===== src/rtl/decoder_scan_nto2n.sv =====
// Registered one-hot decoder with direct-select and auto-scan modes.
// All outputs come straight from flops so the strobes are glitch-free.
module decoder_scan_nto2n #(
  parameter int unsigned SEL_W = 3,
  parameter int unsigned N_OUT = 8,
  parameter int unsigned DWELL = 4
) (
  input  logic             clk,
  input  logic             rst_n,
  input  logic             ena,
  input  logic             mode,
  input  logic [SEL_W-1:0] sel,
  output logic [N_OUT-1:0] out,
  output logic [SEL_W-1:0] idx,
  output logic             err,
  output logic             wrap
);

  localparam int unsigned CntW = (DWELL > 1) ? $clog2(DWELL) : 1;
  localparam logic [CntW-1:0] CntLast = CntW'(DWELL - 1);
  localparam logic [SEL_W-1:0] IdxLast = SEL_W'(N_OUT - 1);

  typedef enum logic [1:0] {StIdle, StDirect, StScan} state_e;

  state_e           state_q, state_d;
  logic [CntW-1:0]  cnt_q, cnt_d;
  logic [SEL_W-1:0] idx_q, idx_d;
  logic [N_OUT-1:0] out_q, out_d;
  logic             err_q, err_d;
  logic             wrap_q, wrap_d;
  logic             sel_ok;
  logic             line_on;

  // Extra bit so N_OUT == 2**SEL_W is representable in the compare.
  assign sel_ok = ({1'b0, sel} < (SEL_W + 1)'(N_OUT));

  always_comb begin
    state_d = StIdle;
    cnt_d   = '0;
    idx_d   = '0;
    err_d   = 1'b0;
    wrap_d  = 1'b0;
    line_on = 1'b0;

    if (ena) begin
      if (!mode) begin
        state_d = StDirect;
        if (sel_ok) begin
          idx_d   = sel;
          line_on = 1'b1;
        end else begin
          err_d = 1'b1;
        end
      end else begin
        state_d = StScan;
        line_on = 1'b1;
        if (state_q != StScan) begin
          // Entry cycle counts as dwell cycle 0.
          idx_d = sel_ok ? sel : '0;
        end else if (cnt_q == CntLast) begin
          if (idx_q == IdxLast) begin
            wrap_d = 1'b1;
          end else begin
            idx_d = idx_q + 1'b1;
          end
        end else begin
          cnt_d = cnt_q + 1'b1;
          idx_d = idx_q;
        end
      end
    end

    out_d = line_on ? (N_OUT'(1) << idx_d) : '0;
  end

  always_ff @(posedge clk or negedge rst_n) begin
    if (!rst_n) begin
      state_q <= StIdle;
      cnt_q   <= '0;
      idx_q   <= '0;
      out_q   <= '0;
      err_q   <= 1'b0;
      wrap_q  <= 1'b0;
    end else begin
      state_q <= state_d;
      cnt_q   <= cnt_d;
      idx_q   <= idx_d;
      out_q   <= out_d;
      err_q   <= err_d;
      wrap_q  <= wrap_d;
    end
  end

  assign out  = out_q;
  assign idx  = idx_q;
  assign err  = err_q;
  assign wrap = wrap_q;

endmodule


===== config.mk =====
export PLATFORM = sky130hd
export DESIGN_NAME = decoder_scan_nto2n
export DESIGN_NICKNAME = d
export VERILOG_FILES = /design/src/rtl/decoder_scan_nto2n.sv
export SDC_FILE = /design/constraint.sdc
export NUM_CORES = 1
export LEC_CHECK = 0
export CORE_MARGIN = 2
export CORE_UTILIZATION = 49
export DETAILED_ROUTE_END_ITERATION = 8
export GPL_TIMING_DRIVEN = 0
export PLACE_DENSITY = 0.83
export SYNTH_ARGS = -nofsm -noshare
export SYNTH_HDL_FRONTEND = slang
export SYNTH_SLANG_ARGS = --single-unit

===== constraint.sdc =====
create_clock -name clk -period 4.3 [get_ports clk]
set_input_delay 0.86 -clock clk [delete_from_list [all_inputs] [get_ports clk]]
set_output_delay 0.86 -clock clk [all_outputs]
set_load 0.01 [all_outputs]

==> impl_results.rst <==
.. list-table::
   :header-rows: 1

   * - Metric
     - Value
   * - Most frequent cells in the layout
     - clkdlybuf4s50_1 (18), dfrtp_1 (16), nor3_1 (6)
   * - Most common library cell in the layout ignoring fill and taps
     - clkdlybuf4s50_1
   * - Hold buffer count at cts
     - 0
   * - Depth of the CTS H-tree
     - 1
   * - TritonCTS clock tree
     - done
   * - Post-synthesis average cell area
     - 12.36 µm²
   * - Main combinational cell family by area after synthesis
     - simple AND/OR/NAND/NOR gates
   * - Total of max-cap violations
     - 0
   * - Area growth from synthesis to final layout
     - 32.25%
   * - Overall fraction of global-route tracks in use
     - 15.75%
   * - First-pass GRT wire length
     - 2083 µm
   * - Global-route congestion overflow total
     - 0
   * - Via count
     - 498
   * - Maximum number of pins on one net before global-route repair
     - 17
   * - Vias per inst
     - 5.188
   * - Number of nets in the finished design
     - 92
   * - Clock insertion delay at the later pin of the skew report
     - 0.28 ns
   * - Count of cell types in the netlist
     - 26
   * - Avg WL per Cell
     - 13.24 µm
   * - Worst-case hold slack
     - 0.4384 ns
   * - Number of buffers added by the clock tree synthesis step
     - 3
   * - Clk sink count
     - 16
   * - Slew at the pin closest to its max-slew limit
     - 0.6880 ns
   * - Number of inserted diodes
     - 0
   * - Number of routed nets with antenna violations
     - 0
   * - Min Clock Period, post-route
     - 2.105 ns
   * - # Post-CTS Setup Buffers
     - 0
   * - Slew Viols, Final
     - 0
   * - Critical Path Source Type
     - flip-flop
   * - Resized cells post-CTS
     - 0
   * - Starting utilization of the core area
     - 54.03%
   * - Yosys warnings
     - 0
   * - GPL Wtd Cong
     - 0.7295
   * - Final-report setup violation count
     - 0
   * - Maximum buffer depth of the clock tree
     - 2
   * - Worst Path Arrival
     - 1.25 ns
   * - Filler Cells Inserted
     - 98
   * - Number of synthesized register bits
     - 16
   * - Timing-limited maximum frequency
     - 475.0 MHz
   * - Die Height
     - 42.59 µm
   * - Worst clock skew on the final layout
     - 0.003208 ns
   * - Total I/O pin count
     - 20
   * - Pwr/cell area
     - 314.5 nW/µm²
   * - Kind of path behind the tightest hold check
     - flip-flop to flip-flop
   * - Sequence of cells on the critical path
     - clkdlybuf4s50_1
   * - Sequential area share after synthesis
     - 54.89%
   * - Tcrit/Tclk final
     - 48.96%
   * - Die X-Extent
     - 42.59 µm
   * - Area after DPL
     - 928.4 µm²
   * - EDFF count, synth
     - 0
   * - Mux share of post-synthesis cell area
     - 2.744%
   * - Setup repair after global routing missed its margin
     - false
   * - Syn Inst Count
     - 59
   * - CTS clock-pin slew for the worst setup and hold paths
     - 0.09 ns
   * - Largest fanout of any net on the critical path
     - 4
   * - Synthesized-area fraction occupied by ao, oa, aoi and oai cells
     - 7.890%
   * - IO buf count
     - 18
   * - Fraction of layout cells with a size suffix above 1
     - 18.52%
   * - Critical path type
     - flip-flop to output pin
   * - Adder-Cell Fraction of Synth Area
     - 5.146%
   * - Peak ir drop on the vdd network
     - 0.1776 mV
   * - Net count of the mapped netlist
     - 69
   * - Buffer cell driving the clock tree root
     - clkbuf_4
   * - Parity-gate share of the synthesized area counting xor and xnor cells
     - 0%
   * - Cell area after technology mapping
     - 729.5 µm²
   * - Area inside the core boundary
     - 1350 µm²
   * - Final-report hold violation count
     - 0
   * - Accumulated negative setup slack
     - 0 ns
   * - Post-route standard cell area excluding fillers
     - 964.7 µm²
   * - Rows
     - 13
   * - Total design power
     - 303.4 µW
   * - Ys async rst share
     - 100.0%
   * - Post-detail-place hpwl
     - 958 µm
   * - Number of detailed-route iterations in the first pass
     - 5
   * - Worst Setup End Kind
     - output pin
   * - Die area
     - 1813 µm²
   * - Top_reg_cell synth
     - dfrtp_1
   * - Kind of cell with the highest combined delay on the critical path
     - buffers and inverters
   * - Crit path max-delay cell type
     - clkdlybuf4s50_1
   * - Synth Area in Simple Gates
     - 23.67%
   * - Worst path max stage delay
     - 0.55 ns
   * - Initial DRC count
     - 7
   * - Required time at the endpoint of the critical path
     - 3.44 ns
   * - Routed Wire Length
     - 1271 µm
   * - P_leak
     - 0.0004547 µW
   * - Via count of the first global-routing pass
     - 496
   * - Result of the run
     - complete, no violations
   * - Number of design rule violations left after detail routing
     - 0
   * - Worst Path Buf+Inv
     - 1
   * - Number of antenna violations at the first check in global routing
     - 0
   * - Worst relative slew slack
     - 53.99%
==> through the flow <==
step / instances / utilization (%) / setup slack (ns)
finish: 96 / 71.46 / 2.195
CTS: 96 / 71.46 / 2.198
global route: 96 / 71.46 / 2.168
floorplan: 59 / - / 2.590
detailed placement: 92 / 68.77 / 2.032
global placement: 92 / 68.77 / 2.022
==> power by group <==
| group | leakage [µW] | switching [µW] | internal [µW] |
|---|---|---|---|
| clock | 0.0000210 | 47.4 | 51.5 |
| sequential | 0.000215 | 3.55 | 156 |
| combinational | 0.000219 | 21.3 | 23.2 |
| total | 0.000455 | 72.2 | 231 |
==> synth_stat cells (all sizes together), types with 2 or more instances <==
master | instances | area [µm²]
dfrtp | 16 | 400.4
nor3 | 6 | 30.03
nor2 | 5 | 21.27
and3 | 3 | 18.77
buf | 3 | 30.03
ha | 3 | 37.54
nor3b | 3 | 33.78
a211oi | 2 | 27.53
and2 | 2 | 12.51
and3b | 2 | 18.77
inv | 2 | 7.500
mux2i | 2 | 20.02
nand2 | 2 | 7.510
o211ai | 2 | 25.02
==> registers in the layout (all words and copies together), names as in the netlist <==
register  cells
wrap          1
cnt_q         2
out           8
idx           3
state_q       2
==> kinds of logic (layout without fill, tap and decap cells) <==
logic type	count (synthesis)	count (layout)
AOI/OAI and AO/OA	5	5
adders and majority gates	3	3
muxes	2	2
and+or+nand+nor	27	27
buffers and inverters	5	27
DFF	16	16
other	1	1
==> layer usage <==
layer / GRT usage [%] / routed length (µm)
met5: 0 / 0
met3: 2.586 / 63
met2: 25.85 / 607
met4: 9.375 / 25
met1: 19.23 / 575
==> layout make-up <==
cell class	instances	area, µm²	area share, %
timing repair buffer	18	180.2	18.68
inverter	2	7.507	0.7782
clock buffer	4	36.28	3.761
buffer	3	30.03	3.113
sequential	16	400.4	41.50
multi-input combinational	38	291.5	30.22
tap	15	18.77	1.946
==> final timing paths <==
check | start | end | slack [ns] | cells past startpoint
hold / removal | cnt_q[0]$_DFF_PN0_ | cnt_q[0]$_DFF_PN0_ | 0.44 | 1
setup / recovery | idx[0]$_DFF_PN0_ | idx[0] | 2.19 | 1
max in group asynchronous | rst_n | idx[1]$_DFF_PN0_ | 2.88 | 1
setup reg to reg | idx[0]$_DFF_PN0_ | out[5]$_DFF_PN0_ | 2.63 | 7
hold reg to reg | cnt_q[0]$_DFF_PN0_ | cnt_q[0]$_DFF_PN0_ | 0.44 | 1
min in group asynchronous | rst_n | idx[0]$_DFF_PN0_ | 0.98 | 1
(Power assumes the default switching activity.)
